**src/rtl/apb_cmd_master.sv**
```systemverilog
// Single-outstanding APB3/APB4 requester: converts a valid/ready command stream
// into APB transfers and returns one registered response pulse per command.
module apb_cmd_master #(
    parameter int ADDRWIDTH   = 32,
    parameter int P_TIMEOUT   = 0,
    parameter int P_BACK2BACK = 1
) (
    input  logic                 PCLK,
    input  logic                 PRESETn,
    // command stream
    input  logic                 cmd_valid,
    output logic                 cmd_ready,
    input  logic                 cmd_write,
    input  logic [ADDRWIDTH-1:0] cmd_addr,
    input  logic [31:0]          cmd_wdata,
    input  logic [3:0]           cmd_strb,
    input  logic [2:0]           cmd_prot,
    // response stream
    output logic                 rsp_valid,
    output logic [31:0]          rsp_rdata,
    output logic                 rsp_err,
    output logic                 busy,
    // APB requester
    output logic                 PSEL,
    output logic                 PENABLE,
    output logic                 PWRITE,
    output logic [ADDRWIDTH-1:0] PADDR,
    output logic [31:0]          PWDATA,
    output logic [3:0]           PSTRB,
    output logic [2:0]           PPROT,
    input  logic                 PREADY,
    input  logic                 PSLVERR,
    input  logic [31:0]          PRDATA
);

    typedef enum logic [1:0] {
        S_IDLE   = 2'd0,
        S_SETUP  = 2'd1,
        S_ACCESS = 2'd2
    } state_t;

    localparam logic [7:0] TO_LAST  = (P_TIMEOUT == 0) ? 8'd0 : 8'(P_TIMEOUT - 1);
    localparam logic       WDOG_EN  = (P_TIMEOUT != 0);
    localparam logic       B2B_EN   = (P_BACK2BACK != 0);

    state_t                state_q;
    logic [7:0]            wcnt_q;
    logic                  pwrite_q;
    logic [ADDRWIDTH-1:0]  paddr_q;
    logic [31:0]           pwdata_q;
    logic [3:0]            pstrb_q;
    logic [2:0]            pprot_q;
    logic                  rsp_valid_q;
    logic                  rsp_err_q;
    logic [31:0]           rsp_rdata_q;

    logic                  timeout_hit;
    logic                  done;
    logic                  accept;
    logic [31:0]           pwdata_d;
    logic [3:0]            pstrb_d;
    logic                  rsp_err_d;
    logic [31:0]           rsp_rdata_d;

    // wcnt_q counts PREADY-low ACCESS cycles already spent on this transfer
    assign timeout_hit = WDOG_EN && !PREADY && (wcnt_q == TO_LAST);
    assign done        = PREADY || timeout_hit;

    // Gated by PRESETn so the handshake is dead while reset is asserted
    assign cmd_ready = PRESETn &&
                       ((state_q == S_IDLE) || (B2B_EN && (state_q == S_ACCESS) && done));
    assign accept    = cmd_valid && cmd_ready;

    // Reads never drive write data or strobes onto the bus
    assign pwdata_d    = cmd_write ? cmd_wdata : 32'd0;
    assign pstrb_d     = cmd_write ? cmd_strb  : 4'd0;
    assign rsp_err_d   = (PSLVERR && PREADY) || timeout_hit;
    assign rsp_rdata_d = (!pwrite_q && PREADY && !PSLVERR) ? PRDATA : 32'd0;

    always_ff @(posedge PCLK or negedge PRESETn) begin
        if (!PRESETn) begin
            state_q     <= S_IDLE;
            wcnt_q      <= 8'd0;
            pwrite_q    <= 1'b0;
            paddr_q     <= '0;
            pwdata_q    <= 32'd0;
            pstrb_q     <= 4'd0;
            pprot_q     <= 3'd0;
            rsp_valid_q <= 1'b0;
            rsp_err_q   <= 1'b0;
            rsp_rdata_q <= 32'd0;
        end else begin
            rsp_valid_q <= 1'b0;
            rsp_err_q   <= 1'b0;
            rsp_rdata_q <= 32'd0;

            case (state_q)
                S_IDLE: begin
                    if (accept) state_q <= S_SETUP;
                end
                S_SETUP: begin
                    state_q <= S_ACCESS;
                    wcnt_q  <= 8'd0;
                end
                S_ACCESS: begin
                    if (done) begin
                        rsp_valid_q <= 1'b1;
                        rsp_err_q   <= rsp_err_d;
                        rsp_rdata_q <= rsp_rdata_d;
                        state_q     <= accept ? S_SETUP : S_IDLE;
                    end else begin
                        wcnt_q <= wcnt_q + 8'd1;
                    end
                end
                default: state_q <= S_IDLE;
            endcase

            // Bus fields only change on accept, so they hold through ACCESS and IDLE
            if (accept) begin
                pwrite_q <= cmd_write;
                paddr_q  <= cmd_addr;
                pwdata_q <= pwdata_d;
                pstrb_q  <= pstrb_d;
                pprot_q  <= cmd_prot;
            end
        end
    end

    assign PSEL      = (state_q != S_IDLE);
    assign PENABLE   = (state_q == S_ACCESS);
    assign busy      = (state_q != S_IDLE);
    assign PWRITE    = pwrite_q;
    assign PADDR     = paddr_q;
    assign PWDATA    = pwdata_q;
    assign PSTRB     = pstrb_q;
    assign PPROT     = pprot_q;
    assign rsp_valid = rsp_valid_q;
    assign rsp_err   = rsp_err_q;
    assign rsp_rdata = rsp_rdata_q;

endmodule

```
**config.mk**
```make
export PLATFORM = sky130hd
export DESIGN_NAME = apb_cmd_master
export DESIGN_NICKNAME = d
export VERILOG_FILES = /design/src/rtl/apb_cmd_master.sv
export SDC_FILE = /design/constraint.sdc
export NUM_CORES = 1
export LEC_CHECK = 0
export ABC_AREA = 1
export CORE_MARGIN = 1
export CORE_UTILIZATION = 37
export CTS_CLUSTER_SIZE = 10
export DETAILED_ROUTE_END_ITERATION = 12
export PLACE_DENSITY = 0.77
export REMOVE_ABC_BUFFERS = 1
export SYNTH_ARGS = -nofsm -noshare
export SYNTH_HDL_FRONTEND = slang
export SYNTH_SLANG_ARGS = --single-unit
```
**constraint.sdc**
```tcl
create_clock -name PCLK -period 1 [get_ports PCLK]
set_clock_uncertainty 0.05 [all_clocks]
set_input_delay 0.2 -clock PCLK [delete_from_list [all_inputs] [get_ports PCLK]]
set_output_delay 0.2 -clock PCLK [all_outputs]
set_load 0.02 [all_outputs]
```
## Word-level counts from Yosys, hierarchy flattened

Cells that the tools add are included.
Widths: inputs -> output; s select.

- Eq/ne operators: 4
- Reductions and logical operators: 12
- Multiplexer cells: 13

Operators with widths:

| cell | count |
|---|---|
| $mux 32 | 4 |
| $logic_and 1x1->1 | 6 |
| $pmux 2 s3 | 1 |
| $mux 1 | 5 |
| $mux 2 | 2 |
| $mux 4 | 1 |
| $eq 2x1->1 const B | 1 |
| $eq 2x2->1 const B | 1 |
| $logic_not 1->1 | 2 |
| $logic_not 2->1 | 1 |
| $ne 2x1->1 const B | 1 |
| $ne 2x2->1 const B | 1 |
| $reduce_and 2->1 | 1 |
| $reduce_bool 2->1 | 1 |
| $logic_or 1x1->1 | 1 |

- Bits in registers: 108
- Output and inout port bits: 110
- Input bits: 109
- Logic and storage cells: 38

## Depth between registers and ports, before layout

Gate-level depths: netlist (run 1).

- Depth in word-level cells: 8
- Depth in mapped cells: 7
- Mapped depth without buffers: 5

## Worst setup path after synthesis (run 1)

Ideal clock, no wire load.

- Path kind: reg-to-output
- Start point: register state_q[0]
- End point: output cmd_ready
- Arrival: 1071 ps
- Slack: -321 ps
- Stages on the path, launching flop included: 6
- Data required time: 750 ps
- Path buffers: 1
- Cells stage by stage: dfrtp_1 inv_2 nand2_2 nand2_2 buf_6 and2_1

- Cells in the longest elaborated chain, start to end: 4
- Elaborated cells on any way between the ends: 5
- Classes of those cells: 1 x eq/ne; 4 x reduce/logical

Ends and longest elaborated chain:

| what | line | text |
|---|---|---|
| start: declaration | 46 | `state_t state_q;` |
| start signal: assignment | 110 | `state_q <= accept ? S_SETUP : S_IDLE;` |
| $eq 2x2->1 | 71 | `((state_q == S_IDLE) \|\| (B2B_EN && (state_q == S_ACCESS) && done));` |
| $logic_and 1x1->1 | 71 |  |
| $logic_or 1x1->1 (*) | 71 |  |
| $logic_and 1x1->1 (*) | 70 | `assign cmd_ready = PRESETn &&` |
| end: declaration | 12 | `output logic cmd_ready,` |

Every way passes the cells marked *; elsewhere a longest branch is shown, timed or not.

## Worst setup path after layout (run 1)

Ends and elaborated chain as after synthesis.

==> results of run 1 <==
[routing by layer]
layer,track usage,part of all wire,wire length [um]
met1,0.258,0.36,5460
met2,0.423,0.52,7820
met3,0.0745,0.088,1320
met4,0.119,0.031,474
met5,0,0,0
[worst max-delay path by stage]
stage	endpoint	slack [ps]	from	depth (start not counted)
after floorplan	cmd_ready	-920	state_q[0]$_DFFE_PN0P_	4
after global placement	cmd_ready	-770	PREADY	5
after detailed placement	cmd_ready	-790	PREADY	5
after CTS	cmd_ready	-480	state_q[0]$_DFFE_PN0P_	5
after global routing	cmd_ready	-540	state_q[0]$_DFFE_PN0P_	5
final	cmd_ready	-470	state_q[0]$_DFFE_PN0P_	5
[flip-flops by register name (all words and copies together), names as in the netlist]
name	count
PSTRB	4
rsp_err	1
PWDATA	32
PWRITE	1
PADDR	32
PPROT	3
state_q	2
rsp_rdata	32
rsp_valid	1
[critical path: cells and delay by family (launching register included)]
kind	cells	cell delay, ps
AND/OR/NAND/NOR	3	280
flip-flops	1	390
buffers and inverters	2	210
[logic make-up after synthesis]
group	after synthesis	synth area share
AOI/OAI and AO/OA	1	0.00109
buffers and inverters	84	0.0969
DFF	108	0.589
and+or+nand+nor	327	0.313
[layout make-up]
class	instances	area [um^2]
clock buffer	10	229
clock inverter	6	63.8
fill	915	4000
inverter	42	158
multi-input combinational	328	1500
sequential	108	2700
tap	168	210
timing repair buffer	298	3200
[synth_stat cells]
cell type	n
and2_1	1
buf_2	31
a21oi_1	1
buf_8	6
inv_1	41
nand2_2	2
buf_6	1
dfrtp_1	108
nor2_1	34
nand4_4	1
nor3_1	1
nand4_1	72
nand2_1	216
inv_2	1
buf_4	4
[metrics by stage]
stage               instances   util  setup TNS (ps)  setup slack (ps)
global route              960  0.668          -59840              -537
global placement          895  0.584          -80630              -773
finish                    960  0.668          -50350              -472
detailed placement        895  0.584          -82730              -792
floorplan                 478      -          -65380              -923
CTS                       945  0.657          -50420              -475
[placed cells by master (no fill, tap or decap), drive strengths merged]
cell	count
nor3	1
clkinv	2
and2	1
nand2	218
clkdlybuf4s50	105
nand4	73
dlymetal6s4s	1
bufbuf	2
dfrtp	108
dlygate4sd3	1
bufinv	1
clkinvlp	2
buf	189
inv	43
a21oi	1
nor2	34
clkbuf	10
[power by group through the flow]
stage | combinational (mW) | clock (mW) | sequential [mW]
2_1_floorplan | 0.734 | 0 | 5.91
6_report | 4.41 | 3.54 | 5.31
3_5_place_dp | 3.62 | 0 | 5.28
5_1_grt | 4.70 | 3.81 | 5.35
4_1_cts | 4.23 | 3.64 | 5.30
3_3_place_gp | 3.55 | 0 | 5.24
[what timing repair did]
action,in CTS,in global routing
gates cloned,5,0
hold endpoints to repair,49,16
setup endpoints to repair,216,226
pin swaps,3,0
buffers inserted,27,15
gates resized for setup,685,8
==> metrics.cfg, run 1 <==
[critical_path]
cpMaxStageDelayCell = dfrtp_1
crit_arrival_ps = 1220
worstPathRequired_ps = 750
crit_fanout = 4
cpMostUsedCell = nand2_2
regToRegStartpoint = state_q[0]$_DFFE_PN0P_
critPathKind = flip-flop to primary output
worstPathCellList = inv_2 -> nand2_2 -> nand2_2 -> and2_4 -> buf_6
timing.rr.end = rsp_rdata[24]$_DFF_PN0_
endpoint_kind = primary output
cp-start-kind = flip-flop
rr_worst_depth = 8
rrSetupSlack_ps = -400
critPathMaxStageDelay_ps = 390

[detailed_routing]
wl_mm = 15.1
vias = 4599
ant_nets = 0
firstDrtPassIters = 4
drt_iter0_markers = 228
via_per_inst = 4.79
drcViolationCount = 0
wl_per_cell_um = 15.7

[pwr]
p_int_mw = 9.21
finalPower_mw = 13.3
p_clk_frac = 0.267
p_leak_nw = 4.26
p_sw_mw = 4.04
vdd_ir_drop_max_mv = 1.01
pwr_density_cell_nw_per_um2 = 1640
swShare = 0.305
p_seq_frac = 0.401
power_frac_comb = 0.333

[cts]
cts_sinks = 108
cts_buffer_depth = 2
clk_pin_slew_ps = 70
cts_tree = built
ctsRootBufferMaster = clkbuf_16
clk-insertion-delay-late_ps = 350
htree_levels = 3
cts_buffers = 9
cts_hold_repair.buffers = 2

[sta]
min_period_over_period = 1.47
setup_slack_ps = -472
fin_crit_ps = 1470
worst_pin_slew_ps = 364
slew_violations = 0
finalHoldViolations = 38
rsz0062_at_grt = true
hold_ws_ps = -29.5
setup_viol = 217
relSlewSlack = 0.757
fmax_ghz = 0.679

[global_routing]
grt_max_degree = 51
grt_use_total = 0.239
overflow = 0
antenna_found_initial = 0
grt_pass1_wl_mm = 23.7
first_global_vias = 4801

[placed_design]
place_area_um2 = 7040
io_buffer_count = 218
hpwl_mm = 9.48
gp_congestion = 0.807

[synth]
yosys-top-cells-area = dfrtp_1, nand2_1, nand4_1
synth-seq-cells = 108
syn_inst = 520
yosysTopAreaCell = dfrtp_1
seq_area_frac_synth = 0.589
ys_warn_count = 0
ys_types = 15
syn_area_um2 = 4590
syn_avg_cell_area_um2 = 8.82
synth_top_cell_area_share = 0.589

[die]
die_y_um = 113
die_w_um = 113
core_region_area_um2 = 12100
rows = 40
design.die.area_um2 = 12800
ioPinCount = 219
start_util = 0.380

[run]
drv_cap = 0

[worst_hold_path]
worst_hold_path_type = primary input to async pin

[cells_and_area]
layout-drive-gt1-share = 0.282
fin_area_um2 = 8060
n_antenna_cell = 0
final_nets = 896
area_growth_pct = 75.7

[status]
violations = hold timing, setup timing
outcome = finished, violations left

Note: power is estimated with default switching activity, not from simulation.
==> run 2, diff against run 1 <==
- SETUP_SLACK_MARGIN: not set -> 0.15
==> metrics.cfg, run 2 (same netlist as run 1, synthesis figures left out) <==
[pwr]
pwr_density_cell_nw_per_um2 = 1650  ; was 1640 nW/um^2
p_leak_nw = 4.26  ; about the same
vdd_ir_drop_max_mv = 1.02  ; was 1.01 mV

[critical_path]
critPathKind = flip-flop to primary output  ; unchanged
critPathBufInv = 2  ; unchanged
worstPathRequired_ps = 750  ; about the same
cpMaxStageDelayCell = dfrtp_1  ; unchanged
rrSetupSlack_ps = -410  ; was -400 ps
cp-start-kind = flip-flop  ; unchanged
critPathTopFamily = flip-flops  ; unchanged
critPathMaxStageDelay_ps = 390  ; about the same
worstPathCellList = inv_2 -> nand2_2 -> nand2_2 -> and2_4 -> buf_6  ; unchanged
cpMostUsedCell = nand2_2  ; unchanged
crit_arrival_ps = 1230  ; was 1220 ps
crit_fanout = 4  ; unchanged
endpoint_kind = primary output  ; unchanged

[sta]
setup_slack_ps = -477  ; was -472 ps
fin_crit_ps = 1480  ; was 1470 ps
min_period_over_period = 1.48  ; was 1.47
worst_pin_slew_ps = 300  ; was 364 ps
finalHoldViolations = 46  ; was 38
fmax_ghz = 0.677  ; was 0.679 GHz
hold_ws_ps = -25.3  ; was -29.5 ps
rsz0062_at_grt = true  ; unchanged
setup_viol = 217  ; unchanged
fin_tns_setup_ps = -50900  ; was -50350 ps
slew_violations = 0  ; unchanged
relSlewSlack = 0.800  ; was 0.757

[cells_and_area]
layout-drive-gt1-share = 0.282  ; about the same
fin_util = 0.667  ; was 0.668
final_nets = 895  ; was 896
fin_cells = 959  ; was 960
area_growth_pct = 75.5  ; was 75.7%
final_common_cell = nand2_1  ; unchanged
n_antenna_cell = 0  ; unchanged
fin_area_um2 = 8050  ; was 8060 um^2
mostFrequentLayoutCells = nand2_1, buf_6, dfrtp_1, clkdlybuf4s50_1, nand4_1  ; unchanged

[run]
drv_cap = 0  ; unchanged

[die]
start_util = 0.380  ; unchanged
core_region_area_um2 = 12100  ; unchanged
die_w_um = 113  ; unchanged
die_y_um = 113  ; unchanged
rows = 40  ; unchanged
ioPinCount = 219  ; unchanged
design.die.area_um2 = 12800  ; unchanged

[placed_design]
place_area_um2 = 7040  ; unchanged
placed_cells_incl_taps = 895  ; unchanged
io_buffer_count = 218  ; unchanged
gp_congestion = 0.807  ; unchanged
hpwl_mm = 9.48  ; unchanged

[global_routing]
overflow = 0  ; unchanged
grt_pass1_wl_mm = 23.7  ; about the same
antenna_found_initial = 0  ; unchanged
grt_max_degree = 51  ; unchanged
first_global_vias = 4822  ; was 4801
grt_use_total = 0.239  ; about the same

[detailed_routing]
drt_iter0_markers = 219  ; was 228
ant_nets = 0  ; unchanged
firstDrtPassIters = 4  ; unchanged
via_per_inst = 4.77  ; was 4.79
wl_per_cell_um = 15.7  ; about the same
wl_mm = 15.1  ; about the same
drcViolationCount = 0  ; unchanged
vias = 4576  ; was 4599

[cts]
clk-insertion-delay-late_ps = 350  ; about the same
cts_hold_repair.buffers = 1  ; was 2
cts_buffer_depth = 2  ; unchanged
clk_pin_slew_ps = 70  ; about the same
htree_levels = 3  ; unchanged
ctsRootBufferMaster = clkbuf_16  ; unchanged
cts_tree = built  ; unchanged
cts_sinks = 108  ; unchanged
cts_buffers = 9  ; unchanged

[worst_hold_path]
worst_hold_path_type = primary input to async pin  ; unchanged

[status]
violations = hold timing, setup timing  ; unchanged
outcome = finished, violations left  ; unchanged

run 2: power breakdown:
part,leakage [nW],total (mW),switching (mW),internal [mW]
Clock,0.139,3.55,1.61,1.94
Combinational,2.71,4.41,2.04,2.37
Sequential,1.41,5.31,0.406,4.90
Total,4.26,13.3,4.06,9.21
run 2: path summary, 6_finish.rpt:
path                                         from                       to  cells after the start
setup reg to reg           state_q[0]$_DFFE_PN0P_  rsp_rdata[23]$_DFF_PN0_                      8
hold reg to reg            state_q[0]$_DFFE_PN0P_   state_q[1]$_DFFE_PN0P_                      1
hold / removal                            PRESETn   PWDATA[17]$_DFFE_PN0P_                      3
min in group PCLK                       cmd_write       PWRITE$_DFFE_PN0P_                      4
max in group asynchronous                 PRESETn  rsp_rdata[13]$_DFF_PN0_                      4
setup / recovery           state_q[0]$_DFFE_PN0P_                cmd_ready                      5
run 2: repair_timing:
| item | in CTS | in global routing |
|---|---|---|
| setup endpoints to repair | 218 | 222 |
| resized for setup | 686 | 7 |
| hold endpoints to repair | 49 | 21 |
| buffers inserted | 27 | 15 |
| gates cloned | 5 | 0 |
| pin swaps | 3 | 1 |
run 2: worst reg2reg max path: cells and delay by family (launching register included):
family / cells / cell delay, ps
buf+inv: 5 / 670
flops: 1 / 390
simple gates: 3 / 220
run 2: routing by layer:
metal,wire [um],GRT usage,share of wire,up-vias
met1,5420,0.255,0.36,2156
li1,-,-,-,2172
met3,1330,0.0745,0.088,31
met5,0,0,0,-
met4,466,0.118,0.031,0
met2,7890,0.428,0.52,217
run 2: stage by stage:
stage,power (mW),hold WS [ps],setup WS (ps)
6_report,13.3,-25.3,-477
5_1_grt,13.9,-17.8,-538
4_1_cts,13.2,-25.1,-475
3_5_place_dp,8.89,342,-792
3_3_place_gp,8.79,350,-773
2_1_floorplan,6.64,-146,-923
run 2: area by class of cell:
type	instances	area, um^2
Timing Repair Buffer	297	3190
Multi-Input combinational cell	328	1500
Clock buffer	10	229
Tap cell	168	210
Clock inverter	6	63.8
Fill cell	919	4010
Sequential cell	108	2700
Inverter	42	158
